$ cat src/rtl/port_soft_reset_sequencer_if.sv
// rtl/port_soft_reset_sequencer_if.sv - port control, TX A monitor and port reset signals of one soft-reset sequencer
interface port_soft_reset_sequencer_if #(
  parameter int OUTST_W = 10
);
  logic               soft_rst_req;
  logic               soft_rst_ack;
  logic               tx_tvalid;
  logic               tx_tready;
  logic               tx_tlast;
  logic               tx_block;
  logic               rd_issue;
  logic               cpl_done;
  logic               port_rst_n;
  logic               timeout_err;
  logic [OUTST_W-1:0] outstanding;

  // Sequencer side
  modport slave (
    input  soft_rst_req, tx_tvalid, tx_tready, tx_tlast, rd_issue, cpl_done,
    output soft_rst_ack, tx_block, port_rst_n, timeout_err, outstanding
  );

  // Port control / AFU side
  modport master (
    output soft_rst_req, tx_tvalid, tx_tready, tx_tlast, rd_issue, cpl_done,
    input  soft_rst_ack, tx_block, port_rst_n, timeout_err, outstanding
  );
endinterface

$ cat src/rtl/port_soft_reset_sequencer.sv
// rtl/port_soft_reset_sequencer.sv - per-port soft-reset sequencer that quiesces TX A and host reads before holding port reset
module port_soft_reset_sequencer #(
  parameter int RST_HOLD_CYCLES = 16,
  parameter int OUTST_W         = 10,
  parameter int TIMEOUT_CYCLES  = 4096
) (
  input  logic                          i_clk,
  input  logic                          i_rst_n,
  port_soft_reset_sequencer_if.slave    bus
);

  localparam int                 TMO_W     = $clog2(TIMEOUT_CYCLES) + 1;
  localparam logic [TMO_W-1:0]   TMO_LAST  = TMO_W'(TIMEOUT_CYCLES - 1);
  localparam logic [15:0]        HOLD_INIT = 16'(RST_HOLD_CYCLES - 1);
  localparam logic [OUTST_W-1:0] OUT_MAX   = {OUTST_W{1'b1}};

  typedef enum logic [2:0] {
    S_HOLD,
    S_ACK,
    S_RUN,
    S_DRAIN,
    S_WAIT_CPL
  } state_t;

  state_t             r_state;
  state_t             w_next;
  logic [15:0]        r_hold_cnt;
  logic [TMO_W-1:0]   r_tmo_cnt;
  logic [OUTST_W-1:0] r_outstanding;
  logic               r_in_pkt;
  logic               r_port_rst_n;
  logic               r_ack;
  logic               r_timeout_err;
  logic               w_tmo_last;
  logic               w_tmo_hit;
  logic               w_beat;

  assign w_beat     = bus.tx_tvalid && bus.tx_tready;
  assign w_tmo_last = (r_tmo_cnt == TMO_LAST);

  // Next state; a normal quiesce exit always wins over the timeout in the same cycle
  always_comb begin
    w_next    = r_state;
    w_tmo_hit = 1'b0;
    case (r_state)
      S_RUN: begin
        if (bus.soft_rst_req) w_next = S_DRAIN;
      end
      S_DRAIN: begin
        if (!r_in_pkt) begin
          w_next = S_WAIT_CPL;
        end else if (w_tmo_last) begin
          w_next    = S_HOLD;
          w_tmo_hit = 1'b1;
        end
      end
      S_WAIT_CPL: begin
        if (r_outstanding == '0) begin
          w_next = S_HOLD;
        end else if (w_tmo_last) begin
          w_next    = S_HOLD;
          w_tmo_hit = 1'b1;
        end
      end
      S_HOLD: begin
        if (r_hold_cnt == 16'd0) w_next = S_ACK;
      end
      S_ACK: begin
        if (!bus.soft_rst_req) w_next = S_RUN;
      end
      default: w_next = S_HOLD;
    endcase
  end

  // State register and registered port reset / ack / sticky error, all derived from the next state
  always_ff @(posedge i_clk or negedge i_rst_n) begin
    if (!i_rst_n) begin
      r_state       <= S_HOLD;
      r_port_rst_n  <= 1'b0;
      r_ack         <= 1'b0;
      r_timeout_err <= 1'b0;
    end else begin
      r_state       <= w_next;
      r_port_rst_n  <= (w_next == S_RUN) || (w_next == S_DRAIN) || (w_next == S_WAIT_CPL);
      r_ack         <= (w_next == S_ACK);
      r_timeout_err <= r_timeout_err || w_tmo_hit;
    end
  end

  // Reset hold counter: loaded on entry to HOLD, counts down to zero while in HOLD
  always_ff @(posedge i_clk or negedge i_rst_n) begin
    if (!i_rst_n) begin
      r_hold_cnt <= HOLD_INIT;
    end else if ((w_next == S_HOLD) && (r_state != S_HOLD)) begin
      r_hold_cnt <= HOLD_INIT;
    end else if ((r_state == S_HOLD) && (r_hold_cnt != 16'd0)) begin
      r_hold_cnt <= r_hold_cnt - 16'd1;
    end
  end

  // Quiesce timeout counter: cleared while running, advances through DRAIN and WAIT_CPL
  always_ff @(posedge i_clk or negedge i_rst_n) begin
    if (!i_rst_n) begin
      r_tmo_cnt <= '0;
    end else if (r_state == S_RUN) begin
      r_tmo_cnt <= '0;
    end else if (((r_state == S_DRAIN) || (r_state == S_WAIT_CPL)) && !w_tmo_last) begin
      r_tmo_cnt <= r_tmo_cnt + 1'b1;
    end
  end

  // Outstanding host reads: saturating up/down count, flushed while the port is in reset
  always_ff @(posedge i_clk or negedge i_rst_n) begin
    if (!i_rst_n) begin
      r_outstanding <= '0;
    end else if (r_state == S_HOLD) begin
      r_outstanding <= '0;
    end else if (bus.rd_issue && !bus.cpl_done) begin
      if (r_outstanding != OUT_MAX) r_outstanding <= r_outstanding + 1'b1;
    end else if (!bus.rd_issue && bus.cpl_done) begin
      if (r_outstanding != '0) r_outstanding <= r_outstanding - 1'b1;
    end
  end

  // TX A packet tracker: high between the first accepted beat and the tlast beat
  always_ff @(posedge i_clk or negedge i_rst_n) begin
    if (!i_rst_n) begin
      r_in_pkt <= 1'b0;
    end else if (w_beat) begin
      r_in_pkt <= !bus.tx_tlast;
    end
  end

  assign bus.tx_block     = (r_state != S_RUN) && !r_in_pkt;
  assign bus.port_rst_n   = r_port_rst_n;
  assign bus.soft_rst_ack = r_ack;
  assign bus.timeout_err  = r_timeout_err;
  assign bus.outstanding  = r_outstanding;

endmodule

$ cat src/flat_wrapper.sv
// flat-port wrapper written by rule: the top's interface ports become plain ports
module port_soft_reset_sequencer_flat 
#(
  parameter int RST_HOLD_CYCLES = 16,
  parameter int OUTST_W         = 10,
  parameter int TIMEOUT_CYCLES  = 4096
)
  (i_clk, i_rst_n, bus_soft_rst_req, bus_tx_tvalid, bus_tx_tready, bus_tx_tlast, bus_rd_issue, bus_cpl_done, bus_soft_rst_ack, bus_tx_block, bus_port_rst_n, bus_timeout_err, bus_outstanding);
  port_soft_reset_sequencer_if #(.OUTST_W(OUTST_W)) bus_i ();
  input  logic i_clk;
  input  logic i_rst_n;
  input wire logic [$bits(bus_i.soft_rst_req)-1:0] bus_soft_rst_req;
  input wire logic [$bits(bus_i.tx_tvalid)-1:0] bus_tx_tvalid;
  input wire logic [$bits(bus_i.tx_tready)-1:0] bus_tx_tready;
  input wire logic [$bits(bus_i.tx_tlast)-1:0] bus_tx_tlast;
  input wire logic [$bits(bus_i.rd_issue)-1:0] bus_rd_issue;
  input wire logic [$bits(bus_i.cpl_done)-1:0] bus_cpl_done;
  output wire logic [$bits(bus_i.soft_rst_ack)-1:0] bus_soft_rst_ack;
  output wire logic [$bits(bus_i.tx_block)-1:0] bus_tx_block;
  output wire logic [$bits(bus_i.port_rst_n)-1:0] bus_port_rst_n;
  output wire logic [$bits(bus_i.timeout_err)-1:0] bus_timeout_err;
  output wire logic [$bits(bus_i.outstanding)-1:0] bus_outstanding;
  assign bus_i.soft_rst_req = bus_soft_rst_req;
  assign bus_i.tx_tvalid = bus_tx_tvalid;
  assign bus_i.tx_tready = bus_tx_tready;
  assign bus_i.tx_tlast = bus_tx_tlast;
  assign bus_i.rd_issue = bus_rd_issue;
  assign bus_i.cpl_done = bus_cpl_done;
  assign bus_soft_rst_ack = bus_i.soft_rst_ack;
  assign bus_tx_block = bus_i.tx_block;
  assign bus_port_rst_n = bus_i.port_rst_n;
  assign bus_timeout_err = bus_i.timeout_err;
  assign bus_outstanding = bus_i.outstanding;
  port_soft_reset_sequencer #(.RST_HOLD_CYCLES(RST_HOLD_CYCLES), .OUTST_W(OUTST_W), .TIMEOUT_CYCLES(TIMEOUT_CYCLES)) u_core (.i_clk(i_clk), .i_rst_n(i_rst_n), .bus(bus_i));
endmodule
$ cat config.mk
export PLATFORM = sky130hd
export DESIGN_NAME = port_soft_reset_sequencer_flat
export DESIGN_NICKNAME = d
export VERILOG_FILES = /design/src/rtl/port_soft_reset_sequencer_if.sv /design/src/rtl/port_soft_reset_sequencer.sv /design/src/flat_wrapper.sv
export SDC_FILE = /design/constraint.sdc
export NUM_CORES = 1
export LEC_CHECK = 0
export BUFFER_PORTS_ARGS = -buffer_cell sky130_fd_sc_hd__buf_2
export CAP_MARGIN = 30
export CORE_UTILIZATION = 56
export DETAILED_ROUTE_END_ITERATION = 8
export PLACE_DENSITY = 0.72
export SYNTH_ARGS = -nofsm -noshare
export SYNTH_HDL_FRONTEND = slang
export SYNTH_SLANG_ARGS = --single-unit
$ cat constraint.sdc
create_clock -name i_clk -period 2.4 [get_ports i_clk]
set_input_delay 0.24 -clock i_clk [delete_from_list [all_inputs] [get_ports i_clk]]
set_output_delay 0.24 -clock i_clk [all_outputs]
set_load 0.005 [all_outputs]
==> results.sh <==
export IMPL_criticalPathCategory="reg -> reg"
export IMPL_finalPower_mw=3.17
export IMPL_timing_max_slew_rel_slack_pct=67.1
export IMPL_run_status="completed"
export IMPL_layout_nets=332
export IMPL_numClockSinks=46
export IMPL_ys_warn_count=0
export IMPL_fraction_of_the_cycle_the_final_worst_path_needs_pct=95.1
export IMPL_worstSkewPairLatency_ps=310
export IMPL_cts_tree="built"
export IMPL_antenna_cells=0
export IMPL_timing_hold_worst_endpoint="u_core.r_in_pkt"
export IMPL_worstHoldPathType="in -> reg"
export IMPL_cp_max_fo=4
export IMPL_tightestPinTransition_ps=493
export IMPL_r2r_start="u_core.r_hold_cnt[6]"
export IMPL_final_hold_viol_count=0
export IMPL_synth_top_cells_by_area="sky130_fd_sc_hd__dfrtp_1, sky130_fd_sc_hd__nor2_1, sky130_fd_sc_hd__ha_1"
export IMPL_yosys_cell_count_top_type="sky130_fd_sc_hd__dfrtp_1"
export IMPL_drt_iter0_markers=115
export IMPL_stages_on_the_worst_setup_path=6
export IMPL_grt_max_degree=26
export IMPL_post_synth_inst_count=280
export IMPL_congestion_overflow_gr=0
export IMPL_mappedNetlistArea_um2=2620
export IMPL_count_of_buffers_from_port_buffering=21
export IMPL_final_layout_size_suffix_gt1_share_pct=15.7
export IMPL_grt_pass1_wl_mm=9.05
export IMPL_worstPathBufferInverterCount=0
export IMPL_seq_area_frac_synth_pct=44.2
export IMPL_synth_net_count=300
export IMPL_rr_endpoint="u_core.r_hold_cnt[15]"
export IMPL_number_of_buffers_added_by_the_clock_tree_synthesis_step=5
export IMPL_nFillCells=337
export IMPL_synth_largest_type_area_fraction_pct=40.2
export IMPL_initial_util_pct=59.3
export IMPL_finalSetupViolations=0
export IMPL_gpl_final_weighted_congestion=0.830
export IMPL_global_route_total_usage_across_every_layer_pct=23.5
export IMPL_dieArea_um2=4950
export IMPL_worstPathArrival_ps=2490
export IMPL_number_of_enable_type_register_cells_in_the_synthesized_netlist=0
export IMPL_post_synth_cell_area_avg_um2=9.35
export IMPL_detail_route_vias_per_cell=5.78
export IMPL_clock_tree_buffer_depth=2
export IMPL_critical_path_most_common_cell="sky130_fd_sc_hd__or3_1"
export IMPL_cap_violations=0
export IMPL_worstHoldPathCells=2
export IMPL_number_of_global_route_vias_before_repair=2016
export IMPL_cp_start_kind="flop"
export IMPL_grt_antenna_before_repair=0
export IMPL_wirelength_mm=5.34
export IMPL_fin_max_slew_vios=0
export IMPL_worst_path_dominant_cell_family="simple AND/OR/NAND/NOR gates"
export IMPL_area_growth_pct=14.6
export IMPL_num_io_pins=22
export IMPL_min_delay_start="bus_tx_tlast"
export IMPL_power_density_cell_area_nw_per_um2=1060
export IMPL_cts_reportedPaths_clkPinSlew_ps=90
export IMPL_fp_row_count=24
export IMPL_leakage_nw=1.47
export IMPL_reg2reg_slack_ps=120
export IMPL_synthArstFlopShare_pct=100
export IMPL_ys_seq_elements=46
export IMPL_synth_top_flop_cell="sky130_fd_sc_hd__dfrtp_1"
export IMPL_end_kind="flop"
export IMPL_via_count=2108
export IMPL_placeableCoreArea_um2=4410
export IMPL_post_synth_most_frequent_cells="sky130_fd_sc_hd__dfrtp_1, sky130_fd_sc_hd__nor2_1, sky130_fd_sc_hd__nand2_1"
export IMPL_tns_ps=0
export IMPL_clock_skew_final_ps=10.1
export IMPL_critical_path_slowest_cell="sky130_fd_sc_hd__or4_4"
export IMPL_max_freq_mhz=438
export IMPL_chain_of_cells_forming_the_critical_path="or4_4 -> or3_1 -> a211o_1 -> or3_1 -> xor2_1 -> nor2_2"
export IMPL_fin_hold_ws_ps=123
export IMPL_wire_per_inst_um=14.6
export IMPL_cts_root_buffer="sky130_fd_sc_hd__clkbuf_8"
export IMPL_estimated_wirelength_of_the_detail_placed_design_mm=3.87
export IMPL_die_w_um=70.4
export IMPL_finalCriticalPeriod_ps=2280
export IMPL_ant_nets=0
export IMPL_htree_levels=2
export IMPL_critPathRequiredTime_ps=2610
export IMPL_crit_path_max_incr_delay_ps=570
export IMPL_synth_cell_type_count=48
export IMPL_post_route_drc_count=0
export IMPL_rr_worst_depth=6
export IMPL_post_cts_repair_setup_buffers=0
export IMPL_dieHeight_um=70.4
export IMPL_synth_top_cell_by_area="sky130_fd_sc_hd__dfrtp_1"
export IMPL_drt_pass1_iterations=4
export IMPL_max_vdd_ir_drop_mv=0.582
export IMPL_grt_setup_unrepaired="no"
worst max-delay path by stage:
stage,startpoint,end,slack [ps]
floorplan,u_core.r_hold_cnt[6],u_core.r_hold_cnt[15],240
global placement,bus_cpl_done,u_core.bus.outstanding[6],130
detailed placement,bus_cpl_done,u_core.bus.outstanding[6],20
CTS,u_core.r_hold_cnt[6],u_core.r_hold_cnt[15],130
global route,u_core.r_hold_cnt[6],u_core.r_hold_cnt[15],40
finish,u_core.r_hold_cnt[6],u_core.r_hold_cnt[15],120
cells by family (layout without fill, tap and decap cells):
logic type      after synthesis  in the layout  share of synthesized area, %
fa+ha+maj                    12             12                          6.02
xor+xnor                     29             29                          9.70
simple gates                118            118                          22.6
compound gates               47             47                          11.8
buf+inv                      21             54                          3.06
flops                        46             46                          44.2
mux                           7              7                          2.68
through the flow:
stage          worst slack (ps)  util, %  area, um^2  instances
2_1_floorplan               235        -        2620        280
3_3_place_gp                127     64.1        2830        355
3_5_place_dp               15.5     64.5        2850        356
4_1_cts                     127     68.0        3000        365
5_1_grt                    35.0     68.0        3000        365
6_report                    118     68.0        3000        365
state kept, by name, indices dropped and copies added (netlist names):
signal and flops:
u_core.bus.port_rst_n 1, u_core.r_tmo_cnt 13, u_core.r_state 3, u_core.bus.soft_rst_ack 1, u_core.r_hold_cnt 16, u_core.bus.timeout_err 1
u_core.r_in_pkt 1, u_core.bus.outstanding 10
layout by cell type (no fill, tap or decap), types with 4 or more instances in the layout:
| cell type | count |
|---|---|
| sky130_fd_sc_hd__a21oi_1 | 16 |
| sky130_fd_sc_hd__buf_2 | 21 |
| sky130_fd_sc_hd__buf_4 | 9 |
| sky130_fd_sc_hd__clkbuf_8 | 6 |
| sky130_fd_sc_hd__dfrtp_1 | 42 |
| sky130_fd_sc_hd__dfstp_2 | 4 |
| sky130_fd_sc_hd__ha_1 | 11 |
| sky130_fd_sc_hd__inv_1 | 14 |
| sky130_fd_sc_hd__mux2i_1 | 7 |
| sky130_fd_sc_hd__nand2_1 | 19 |
| sky130_fd_sc_hd__nand3_1 | 10 |
| sky130_fd_sc_hd__nand4_1 | 9 |
| sky130_fd_sc_hd__nor2_1 | 41 |
| sky130_fd_sc_hd__nor2b_1 | 4 |
| sky130_fd_sc_hd__nor3_1 | 8 |
| sky130_fd_sc_hd__o21ai_0 | 8 |
| sky130_fd_sc_hd__or3_1 | 8 |
| sky130_fd_sc_hd__xnor2_1 | 15 |
| sky130_fd_sc_hd__xor2_1 | 14 |
cell type report:
| type | count | area [um^2] | share of cell area (%) |
|---|---|---|---|
| Multi-Input combinational cell | 213 | 1380 | 46.0 |
| Clock inverter | 2 | 60.1 | 2.00 |
| Tap cell | 52 | 65.1 | 2.17 |
| Inverter | 14 | 52.6 | 1.75 |
| Timing Repair Buffer | 32 | 203 | 6.76 |
| Clock buffer | 6 | 82.6 | 2.75 |
| Sequential cell | 46 | 1160 | 38.5 |
routing by layer:
| layer | vias to the layer above | global-route usage (%) | wire length [um] |
|---|---|---|---|
| met2 | 48 | 37.8 | 2410 |
| met3 | 6 | 5.63 | 218 |
| met5 | - | 0 | 0 |
| li1 | 1054 | - | - |
| met4 | 0 | 7.33 | 65 |
| met1 | 1000 | 31.4 | 2640 |
repair_timing:
item | CTS | global route
hold endpoints to repair | 18 | 0
hold buffers | 1 | 0
resized for setup | 0 | 0
power breakdown:
| group | total [mW] | internal, mW | switching [mW] |
|---|---|---|---|
| logic | 1.31 | 0.581 | 0.726 |
| clock network | 0.709 | 0.444 | 0.265 |
| registers | 1.16 | 0.951 | 0.206 |
| total | 3.17 | 1.98 | 1.20 |
No activity file was read; power rests on OpenSTA's default activity.
